===== config.mk =====
export PLATFORM = sky130hd
export DESIGN_NAME = mult_share_arbiter
export DESIGN_NICKNAME = d
export VERILOG_FILES = /design/src/rtl/mult_share_arbiter.sv
export SDC_FILE = /design/constraint.sdc
export NUM_CORES = 1
export LEC_CHECK = 0
export CAP_MARGIN = 20
export CORE_MARGIN = 4
export CORE_UTILIZATION = 43
export DETAILED_ROUTE_END_ITERATION = 10
export PLACE_DENSITY = 0.81
export SYNTH_ARGS = -nofsm -noshare
export SYNTH_HDL_FRONTEND = slang
export SYNTH_SLANG_ARGS = --single-unit

===== constraint.sdc =====
create_clock -name clk -period 5.2 [get_ports clk]
set_input_delay 1.56 -clock clk [delete_from_list [all_inputs] [get_ports clk]]
set_output_delay 1.56 -clock clk [all_outputs]
set_load 0.005 [all_outputs]

===== src/rtl/mult_share_arbiter.sv =====
// mult_share_arbiter: NUM_REQ requesters share one full-width unsigned
// multiplier through a round-robin arbiter. The product lands in a single
// result register that is drained with a valid/ready handshake.
// Optional feature: define MULT_SHARE_ARBITER_STATS_EN to add the 16-bit
// op_count output, which counts result handshakes and wraps at 65535.
//
// state | meaning
// EMPTY | result register holds no product, res_valid low
// FULL  | result register holds a product waiting for res_ready
module mult_share_arbiter #(
  parameter int  a_BW    = 4,
  parameter int  b_BW    = 4,
  parameter int  NUM_REQ = 4,
  localparam int ID_W    = $clog2(NUM_REQ),
  localparam int P_W     = a_BW + b_BW
) (
  input  logic                    clk,
  input  logic                    rst,
  input  logic [NUM_REQ-1:0]      req_valid,
  output logic [NUM_REQ-1:0]      req_ready,
  input  logic [NUM_REQ*a_BW-1:0] req_a,
  input  logic [NUM_REQ*b_BW-1:0] req_b,
  output logic                    res_valid,
  input  logic                    res_ready,
  output logic [P_W-1:0]          res_product,
  output logic [ID_W-1:0]         res_id
`ifdef MULT_SHARE_ARBITER_STATS_EN
  ,
  output logic [15:0]             op_count
`endif
);

  typedef enum logic {EMPTY = 1'b0, FULL = 1'b1} state_e;

  state_e          state_q, state_d;
  logic [ID_W-1:0] last_grant_q, last_grant_d;
  logic [P_W-1:0]  res_product_q, res_product_d;
  logic [ID_W-1:0] res_id_q, res_id_d;

  logic            issue_ok;
  logic            issue;
  logic            sel_found;
  logic [ID_W-1:0] sel_id;
  logic [ID_W-1:0] cand;
  logic [a_BW-1:0] a_sel;
  logic [b_BW-1:0] b_sel;
  logic [P_W-1:0]  product;

  // A new operand pair may enter when the register is free or being drained.
  assign issue_ok = (state_q == EMPTY) | res_ready;

  // Round-robin search starting just after the last granted requester.
  always_comb begin
    sel_found = 1'b0;
    sel_id    = '0;
    cand      = '0;
    for (int k = 1; k <= NUM_REQ; k++) begin
      cand = ID_W'((int'(last_grant_q) + k) % NUM_REQ);
      if (!sel_found && req_valid[cand]) begin
        sel_found = 1'b1;
        sel_id    = cand;
      end
    end
  end

  // Operand mux in front of the single shared multiplier.
  always_comb begin
    a_sel = '0;
    b_sel = '0;
    for (int i = 0; i < NUM_REQ; i++) begin
      if (sel_id == ID_W'(i)) begin
        a_sel = req_a[i*a_BW +: a_BW];
        b_sel = req_b[i*b_BW +: b_BW];
      end
    end
  end

  assign product = P_W'(a_sel) * P_W'(b_sel);

  // One-hot accept strobe; held low during reset and under backpressure.
  always_comb begin
    req_ready = '0;
    if (!rst && issue_ok && sel_found) begin
      req_ready[sel_id] = 1'b1;
    end
  end

  assign issue = |(req_valid & req_ready);

  // Next state: issue loads the register, otherwise a drain empties it.
  always_comb begin
    state_d       = state_q;
    last_grant_d  = last_grant_q;
    res_product_d = res_product_q;
    res_id_d      = res_id_q;
    if (issue) begin
      state_d       = FULL;
      last_grant_d  = sel_id;
      res_product_d = product;
      res_id_d      = sel_id;
    end else if (state_q == FULL && res_ready) begin
      state_d = EMPTY;
    end
  end

  // State and result registers; last_grant resets so the first search starts at 0.
  always_ff @(posedge clk or posedge rst) begin
    if (rst) begin
      state_q       <= EMPTY;
      last_grant_q  <= ID_W'(NUM_REQ - 1);
      res_product_q <= '0;
      res_id_q      <= '0;
    end else begin
      state_q       <= state_d;
      last_grant_q  <= last_grant_d;
      res_product_q <= res_product_d;
      res_id_q      <= res_id_d;
    end
  end

  assign res_valid   = (state_q == FULL);
  assign res_product = res_product_q;
  assign res_id      = res_id_q;

`ifdef MULT_SHARE_ARBITER_STATS_EN
  logic [15:0] op_count_q;

  // Count result handshakes; natural 16-bit wrap.
  always_ff @(posedge clk or posedge rst) begin
    if (rst) begin
      op_count_q <= '0;
    end else if (res_valid && res_ready) begin
      op_count_q <= op_count_q + 16'd1;
    end
  end

  assign op_count = op_count_q;
`endif

endmodule


# Word-level counts from Yosys, hierarchy flattened

Cells that the tools add are included.

Equality and inequality tests: 3
Mux-type cells: 29
Reductions and logical operators: 14
$add $sub $neg: 4
Shift operators: 0
Bitwise logic cells: 3
Divide/modulo/power cells: 0
Order comparisons: 6
Multipliers: 1

Operator list:

| operator              | number |
|---|---|
| $mux W4               | 9 |
| $lt A2 B3 Y1 const B  | 5 |
| $mux W1               | 11 |
| $bmux W1 S2           | 4 |
| $mul A4 B4 Y8         | 1 |
| $mux W2               | 4 |
| $logic_and A1 B1 Y1   | 7 |
| $add A2 B1 Y2 const B | 2 |
| $add A2 B2 Y2 const B | 2 |
| $and A4 B4 Y4         | 1 |
| $eq A2 B2 Y1 const B  | 2 |
| $logic_not A1 Y1      | 4 |
| $reduce_or A4 Y1      | 1 |
| $demux W1 S2          | 1 |
| $eq A2 B1 Y1 const B  | 1 |
| $ge A2 B1 Y1 const B  | 1 |
| $logic_not A2 Y1      | 1 |
| $reduce_bool A2 Y1    | 1 |
| $not A1 Y1            | 1 |
| $or A1 B1 Y1          | 1 |

Bits in registers: 13
Memory bits (read-only): 0
Bits in writable memories: 0
Latch bits: 0
Memories: 0
Word-level logic and storage cells: 64

# Longest topological paths before layout

Gate-level depths: netlist of the first run.

Depth after elaboration: 21
Depth in mapped cells: 18
Gate-level depth less buffers: 17

# Worst setup path before layout of the first run

No wires, ideal clock.

Kind: input to register
Start: input port req_valid[0]
End: register res_product_q[7], in the netlist res_product[7]
Path slack: -0.003 ns
Data required time: 5.063 ns
Data arrival time: 5.067 ns
Stages: 16
Setup time: 0.137 ns
Cells stage by stage: nor2_1 nor2_1 a21oi_1 buf_2 mux2_2 or2_1 fa_1 fa_1 inv_1 ha_1 a21o_1 a21oi_1 o21bai_1 a21oi_1 xor2_1 o21ai_0

Word-level cells in the longest chain between the ends: 19
Elaborated cells on any way between the ends: 44
Those cells by class: mul: 1; order compare: 2; eq/ne: 3; mux: 27; bitwise: 1; reduce/logical: 10

RTL lines:

| element                                              | RTL line | source |
|---|---|---|
| start: declaration                                   | 19       | `input logic [NUM_REQ-1:0] req_valid,` |
| branches (longest 19 deep; another with $bmux W1 S2) | -        |  |
| end signal: assignment                               | 116      | `res_product_q <= res_product_d;` |
| end: declaration                                     | 37       | `logic [P_W-1:0] res_product_q, res_product_d;` |

Parallel ways; which one is timed is not known. The select of a mux whose other input is x is not followed.
A chain may end at the register's enable or synchronous reset.

# Final worst setup path of the first run

Start: input port req_valid[0]
End: output port req_ready[1]

Word-level cells in the longest chain between the ends: 17
Elaborated cells on any way between the ends: 29
Those cells by class: order compare: 2; mux: 19; reduce/logical: 8

RTL lines:

| element                                                                   | RTL line | source |
|---|---|---|
| $bmux W1 S2                                                               | 59       | `if (!sel_found && req_valid[cand]) begin` |
| $mux W1 (not written as such)                                             | 59       |  |
| $mux W1                                                                   | 59       |  |
| $logic_not A1 Y1                                                          | 59       |  |
| $logic_and A1 B1 Y1                                                       | 59       |  |
| $mux W1                                                                   | 59       |  |
| $logic_not A1 Y1                                                          | 59       |  |
| $logic_and A1 B1 Y1                                                       | 59       |  |
| $mux W1                                                                   | 59       |  |
| $logic_not A1 Y1                                                          | 59       |  |
| $logic_and A1 B1 Y1                                                       | 59       |  |
| $mux W2                                                                   | 59       |  |
| $lt A2 B3 Y1 (not written as such) / $ge A2 B1 Y1 (equally long branches) | 84       | `req_ready[sel_id] = 1'b1;` |
| $logic_and A1 B1 Y1 (not written as such)                                 | 84       |  |
| $mux W1 (not written as such)                                             | 84       |  |
| $demux W1 S2                                                              | 84       |  |
| $mux W4 (*)                                                               | 83       | `if (!rst && issue_ok && sel_found) begin` |
| end: declaration                                                          | 20       | `output logic [NUM_REQ-1:0] req_ready,` |

Every way passes the cells marked *; elsewhere a longest branch is shown, timed or not. The select of a mux whose other input is x is not followed.

==> results of run 1 <==
## cell usage after synthesis
library cell,instances,area [um^2]
o31ai_2,1,12.5
nor3_1,1,5.00
a211oi_1,1,7.51
or2_1,4,25.0
mux2_2,6,67.6
buf_12,1,20.0
o311ai_4,1,26.3
o21bai_1,1,7.51
and3_1,1,6.26
nand2b_1,3,18.8
ha_1,12,150
buf_2,1,5.00
a21oi_1,4,20.0
xor2_1,2,17.5
buf_1,1,3.75
nor2_1,23,86.3
inv_1,6,22.5
and2b_1,1,7.51
dfrtp_1,11,275
clkbuf_1,1,3.75
xnor2_1,2,17.5
a21o_1,2,15.0
o22ai_1,1,6.26
nor3b_1,1,7.51
o21ai_0,4,20.0
nand2_1,19,71.3
mux2_4,2,30.0
nor2b_1,2,12.5
o21ai_1,1,5.00
mux2i_1,16,160
buf_6,1,11.3
dfstp_2,2,52.6
a211o_1,1,8.76
fa_1,4,80.1
## sequential cells by signal, indices dropped and copies added (netlist names)
signal and flops:
res_id 2, last_grant_q 2, res_product 8, res_valid 1
## layer usage
metal / part of all wire [%] / up-vias
li1: - / 637
met1: 43 / 623
met2: 51 / 27
met3: 4.1 / 8
met4: 1.6 / 0
met5: 0 / -
## tightest hold or removal path, delay by kind of cell, from the launching register on
kind | cells | cell delay (ns)
simple gates | 2 | 0.10
flops | 1 | 0.36
## area by class of cell
type                    count  area share, %
clock buffers               4           1.25
multi-input cells         116           43.7
inverters                   6           1.07
flip-flops and latches     13           15.6
well taps                  31           1.85
repair buffers             82           36.5
## stage by stage
| step | total power, mW | hold slack, ns | utilization (%) | cells | setup WS, ns |
|---|---|---|---|---|---|
| 6_report | 0.884 | 0.495 | 74.9 | 252 | 0.177 |
| 5_1_grt | 0.966 | 0.518 | 74.9 | 252 | -0.0123 |
| 4_1_cts | 0.890 | 0.499 | 75.3 | 251 | 0.00489 |
| 3_5_place_dp | 0.785 | 0.477 | 72.0 | 243 | -0.574 |
| 3_3_place_gp | 0.758 | 0.462 | 72.0 | 243 | -0.442 |
| 2_1_floorplan | 0.519 | 0.467 | - | 140 | 0.00729 |
## timing repair
action | in CTS | in global routing
gates resized for setup | 13 | 13
gates cloned | 1 | 1
setup endpoints to repair | 3 | 3
endpoints found under the hold margin | 0 | 0
buffers inserted | 3 | 2
pin swaps | 8 | 13
## worst paths after layout
kind	startpoint	endpoint	slack [ns]	cells after the start
worst max-delay path	req_valid[0]	req_ready[1]	0.18	9
worst min-delay path	res_id[1]$_DFFE_PP0P_	res_id[1]$_DFFE_PP0P_	0.49	2
worst max register to register	last_grant_q[0]$_DFFE_PP1P_	res_product[7]$_DFFE_PP0P_	1.03	17
worst min register to register	res_id[1]$_DFFE_PP0P_	res_id[1]$_DFFE_PP0P_	0.49	2
max in group asynchronous	rst	last_grant_q[0]$_DFFE_PP1P_	3.16	2
min in group asynchronous	rst	res_product[3]$_DFFE_PP0P_	1.68	2
## logic make-up after synthesis
| logic type | synth area share, % |
|---|---|
| multiplexers | 20.0 |
| XOR/XNOR | 2.72 |
| AND/OR/NAND/NOR | 18.7 |
| buffers and inverters | 5.15 |
| AO/OA/AOI/OAI | 10.0 |
| adder cells (fa/ha/maj) | 17.9 |
| flip-flops | 25.5 |
## report_power, final
part           internal [mW]  switching, mW  leakage [nW]
Clock                 0.0298         0.0325        0.0150
Combinational          0.372          0.284         0.859
Sequential             0.142         0.0237         0.158
==> results.cfg, run 1 <==
[outcome]
status = complete, no violations

[power]
power_density_mw_per_mm2 = 421
leakagePower_nw = 1.03
ir_drop_mv = 0.371

[synthesis]
synth-seq-cells = 13
avgSynthCellArea_um2 = 9.19
synth-seq-area-share_pct = 25.5
ys_warn_count = 0
netlist_instances = 140
synth_cell_types = 34
syn_nets = 195
syn_area_mm2 = 0.00129

[sta]
final-hold-violation-count = 0
worst_pin_slew_ns = 0.499
period_share_pct = 96.6
slew_viol_final = 0
fin_crit_ns = 5.02
relSlewSlack_pct = 66.7
fmax_mhz = 199
setup_viol_count_final = 0
finClkSkew_ns = 0.00279
tns_ns = 0

[finish]
fin_nets = 277
layout_common_cells = clkdlybuf4s50_1, buf_4, nor2_1
regArea_um2 = 328
antenna_cells = 0
fill_cells = 210
layout-drive-gt1-share_pct = 24.9
layout_commonest_cell = clkdlybuf4s50_1
fin_area_mm2 = 0.00210
multiInputGateArea_um2 = 918
syn2layout_area_growth_pct = 63.4

[global_route]
overflow = 0
antenna_found_initial = 0
use_met3_pct = 5.76
grtUsageTotal_pct = 19.6
grt.busiest_layer = met2
grt_use_met2_pct = 33.7
grt_start_max_net_pins = 14
grt_pass1_vias = 1421
met1_usage_pct = 23.7
grt_pass1_wl_mm = 6.29

[route]
vias = 1295
viasPerCell = 5.14
drtIter0Drc = 51
dr.pass1.iters = 4
drcViolationCount = 0
ant_nets = 0
wire_per_inst_um = 14.6
wl_mm = 3.69

[critical_path]
crit_top_cell = buf_4
worstSetupPathType = in2out
arrival_ns = 3.46
startpoint_type = input pin
critPathCaptureType = output port
max_stage_delay_ns = 0.53
critical-path-top-delay-family = buffers and inverters
cp_num_buf_inv = 7
path_max_fanout = 5
worstPathCellList = clkbuf_2, buf_4, o311ai_4, buf_4, buf_4, buf_4, buf_4, nor3b_1, clkdlybuf4s50_1
critical_path_required_ns = 3.64
crit_slowest_cell = clkdlybuf4s50_1

[floorplan]
die_w_um = 62.7
die_h_um = 62.7
coreArea_mm2 = 0.00281
ios = 54
start_util_pct = 45.9
dieArea_mm2 = 0.00393
rows = 19

[worst_hold_path]
hold_path_class = reg2reg

[clock_network]
clk_path_buf_depth = 2
cts_tree = done
cts_buffers = 3
clock_sinks = 13
cts_max_level = 1
clk_pin_slew_ns = 0.07
ctsHoldBuffers = 0
clock_latency_ns = 0.28
cts_root_buffer = clkbuf_4

[place]
io_buffers = 53
place_hpwl_mm = 3.06
gp_congestion = 0.834
place_area_mm2 = 0.00202

[flow_run]
cap_violations = 0
(Power assumes the default switching activity.)
==> inputs of run 2 (changes only) <==
--- a/config.mk
+++ b/config.mk
@@ -7,9 +7,10 @@
 export LEC_CHECK = 0
 export CAP_MARGIN = 20
 export CORE_MARGIN = 4
-export CORE_UTILIZATION = 43
+export CORE_UTILIZATION = 46
 export DETAILED_ROUTE_END_ITERATION = 10
-export PLACE_DENSITY = 0.81
+export MAX_ROUTING_LAYER = met4
+export PLACE_DENSITY = 0.86
 export SYNTH_ARGS = -nofsm -noshare
 export SYNTH_HDL_FRONTEND = slang
 export SYNTH_SLANG_ARGS = --single-unit
==> constraint.sdc (replaced) <==
create_clock -name clk -period 6.5 [get_ports clk]
set_input_delay 1.95 -clock clk [delete_from_list [all_inputs] [get_ports clk]]
set_output_delay 1.95 -clock clk [all_outputs]
set_load 0.005 [all_outputs]
==> results.cfg, run 2 (synthesis results as in run 1) <==
[critical_path]
startpoint_type = input pin
path_max_fanout = 6
endpoint = res_product[7]$_DFFE_PP0P_
max_stage_delay_ns = 0.55
startpoint = req_valid[3]
worstSetupPathType = in2reg
arrival_ns = 6.40
critPathCaptureType = flop
cp_num_buf_inv = 3
r2r-start = last_grant_q[0]$_DFFE_PP1P_
r2r-end = res_product[7]$_DFFE_PP0P_
worst-path-stages = 18
critical-path-top-delay-family = adder cells
r2r_cells = 16
critical_path_required_ns = 6.63
reg2reg_setup_slack_ns = 1.95
worstPathCellList = clkdlybuf4s50_1, buf_4, and2b_1, o21ai_4, o311ai_4, mux2i_1, mux2_4, or2_1, fa_1, fa_1, inv_1, ha_1, a21o_1, a21oi_1, o21bai_1, a21oi_1, xor2_1, o21ai_0
crit_slowest_cell = fa_1

[floorplan]
coreArea_mm2 = 0.00257
ios = 54
dieArea_mm2 = 0.00371
die_h_um = 60.9
die_w_um = 60.9
rows = 18
start_util_pct = 50.1

[clock_network]
cts_buffers = 3
ctsHoldBuffers = 0
clock_sinks = 13
cts_max_level = 1
clock_latency_ns = 0.27
cts_tree = done
post-cts-setup-buffers = 0
cts_root_buffer = clkbuf_4
clk_pin_slew_ns = 0.08
clk_path_buf_depth = 2

[global_route]
grt_pass1_wl_mm = 5.52
overflow = 0
grt_start_max_net_pins = 20
grt_pass1_vias = 1237
grtUsageTotal_pct = 20.1
antenna_found_initial = 0

[finish]
fill_cells = 207
layout.cells.non_filler = 228
layout_common_cells = clkdlybuf4s50_1, nor2_1, nand2_1
utilization_pct = 75.4
layout-drive-gt1-share_pct = 11.1
fin_nets = 254
antenna_cells = 0
layout_commonest_cell = clkdlybuf4s50_1
fin_area_mm2 = 0.00194
syn2layout_area_growth_pct = 50.5
largest_reg_flops = 8

[sta]
final-hold-violation-count = 0
setup_viol_count_final = 0
tns_ns = 0
finClkSkew_ns = 0.00363
relSlewSlack_pct = 59.3
hold-worst-slack_ns = 0.477
worst_pin_slew_ns = 0.608
period_share_pct = 96.4
fmax_mhz = 160
fin_ws_ns = 0.236
slew_viol_final = 0
fin_crit_ns = 6.26
grt_setup_unrepaired = false

[place]
io_buffers = 53
gp_congestion = 0.798
post-place-cells = 222
place_area_mm2 = 0.00184
pre_cts_ws_ns = -0.320
place_hpwl_mm = 2.68

[outcome]
status = complete, no violations

[route]
ant_nets = 0
dr.pass1.iters = 4
drtIter0Drc = 39
wl_mm = 3.72
wire_per_inst_um = 16.3
vias = 1228
drcViolationCount = 0
viasPerCell = 5.39

[power]
leakagePower_nw = 0.917
power.total_mw = 0.620
ir_drop_mv = 0.299
power_density_mw_per_mm2 = 320

[flow_run]
cap_violations = 0

[worst_hold_path]
hold_path_class = reg2reg
[run 2: changes by cell type in the layout (fill, tap and decap cells not counted), moves of 2 or more]
cell	delta
or2_4	-2
buf_6	-2
o311ai_4	+2
mux2_4	-2
dlymetal6s2s_1	+2
buf_4	-21
clkbuf_2	-4
mux2_2	+2
a21oi_1	+2
a21oi_2	-2
or2_1	+2
clkdlybuf4s50_1	+2
[run 2: area by class of cell]
type                       count  area (um^2)  share of cell area, %
multi-input combinational    118          956                   49.4
timing repair buffer          57          566                   29.2
sequential                    13          328                   16.9
tap                           30         37.5                   1.94
clock buffer                   4         26.3                   1.36
inverter                       6         22.5                   1.16
[run 2: timing repair]
item / CTS / global route
resized for setup: 0 / 6
pin swaps: 1 / 1
endpoints found under the setup margin: 1 / 1
cloned: 1 / 1
[run 2: worst min path at each step]
stage,from,cells past startpoint,endpoint,slack (ns)
after global routing,res_product[2]$_DFFE_PP0P_,2,res_product[2]$_DFFE_PP0P_,0.51
after detailed placement,res_product[2]$_DFFE_PP0P_,2,res_product[2]$_DFFE_PP0P_,0.46
final,res_product[2]$_DFFE_PP0P_,2,res_product[2]$_DFFE_PP0P_,0.48
after CTS,res_product[2]$_DFFE_PP0P_,2,res_product[2]$_DFFE_PP0P_,0.48
after global placement,res_id[1]$_DFFE_PP0P_,2,res_id[1]$_DFFE_PP0P_,0.46
after floorplan,last_grant_q[1]$_DFFE_PP1P_,2,last_grant_q[1]$_DFFE_PP1P_,0.46
[run 2: worst reg2reg max path, cell delays in order (launching register included)]
cell and delay (ns):
dfstp_2 0.54, and2b_1 0.21, o21ai_4 0.28, o311ai_4 0.23
mux2i_1 0.19, mux2_4 0.31, or2_1 0.25, fa_1 0.53
fa_1 0.56, inv_1 0.07, ha_1 0.29, a21o_1 0.16
a21oi_1 0.27, o21bai_1 0.10, a21oi_1 0.19, xor2_1 0.17
o21ai_0 0.09
[run 2: per-layer routing]
layer,vias to the layer above,routed length (um),global-route usage (%)
li1,605,-,-
met1,589,1470,23.9
met2,32,2070,35.6
met3,2,159,4.26
met4,0,14,2.79
met5,-,0,-
[run 2: power breakdown]
group	internal, mW	total [mW]	switching [mW]
Sequential	0.114	0.132	0.0184
Combinational	0.225	0.439	0.214
Clock	0.0238	0.0494	0.0257
==> inputs of run 3 (changes only) <==
--- a/config.mk
+++ b/config.mk
@@ -11,6 +11,7 @@
 export DETAILED_ROUTE_END_ITERATION = 10
 export MAX_ROUTING_LAYER = met4
 export PLACE_DENSITY = 0.86
+export SKIP_LAST_GASP = 1
 export SYNTH_ARGS = -nofsm -noshare
 export SYNTH_HDL_FRONTEND = slang
 export SYNTH_SLANG_ARGS = --single-unit
==> results of run 3 <==
No change in the layout: final DEF, timing and power equal those of run 2.
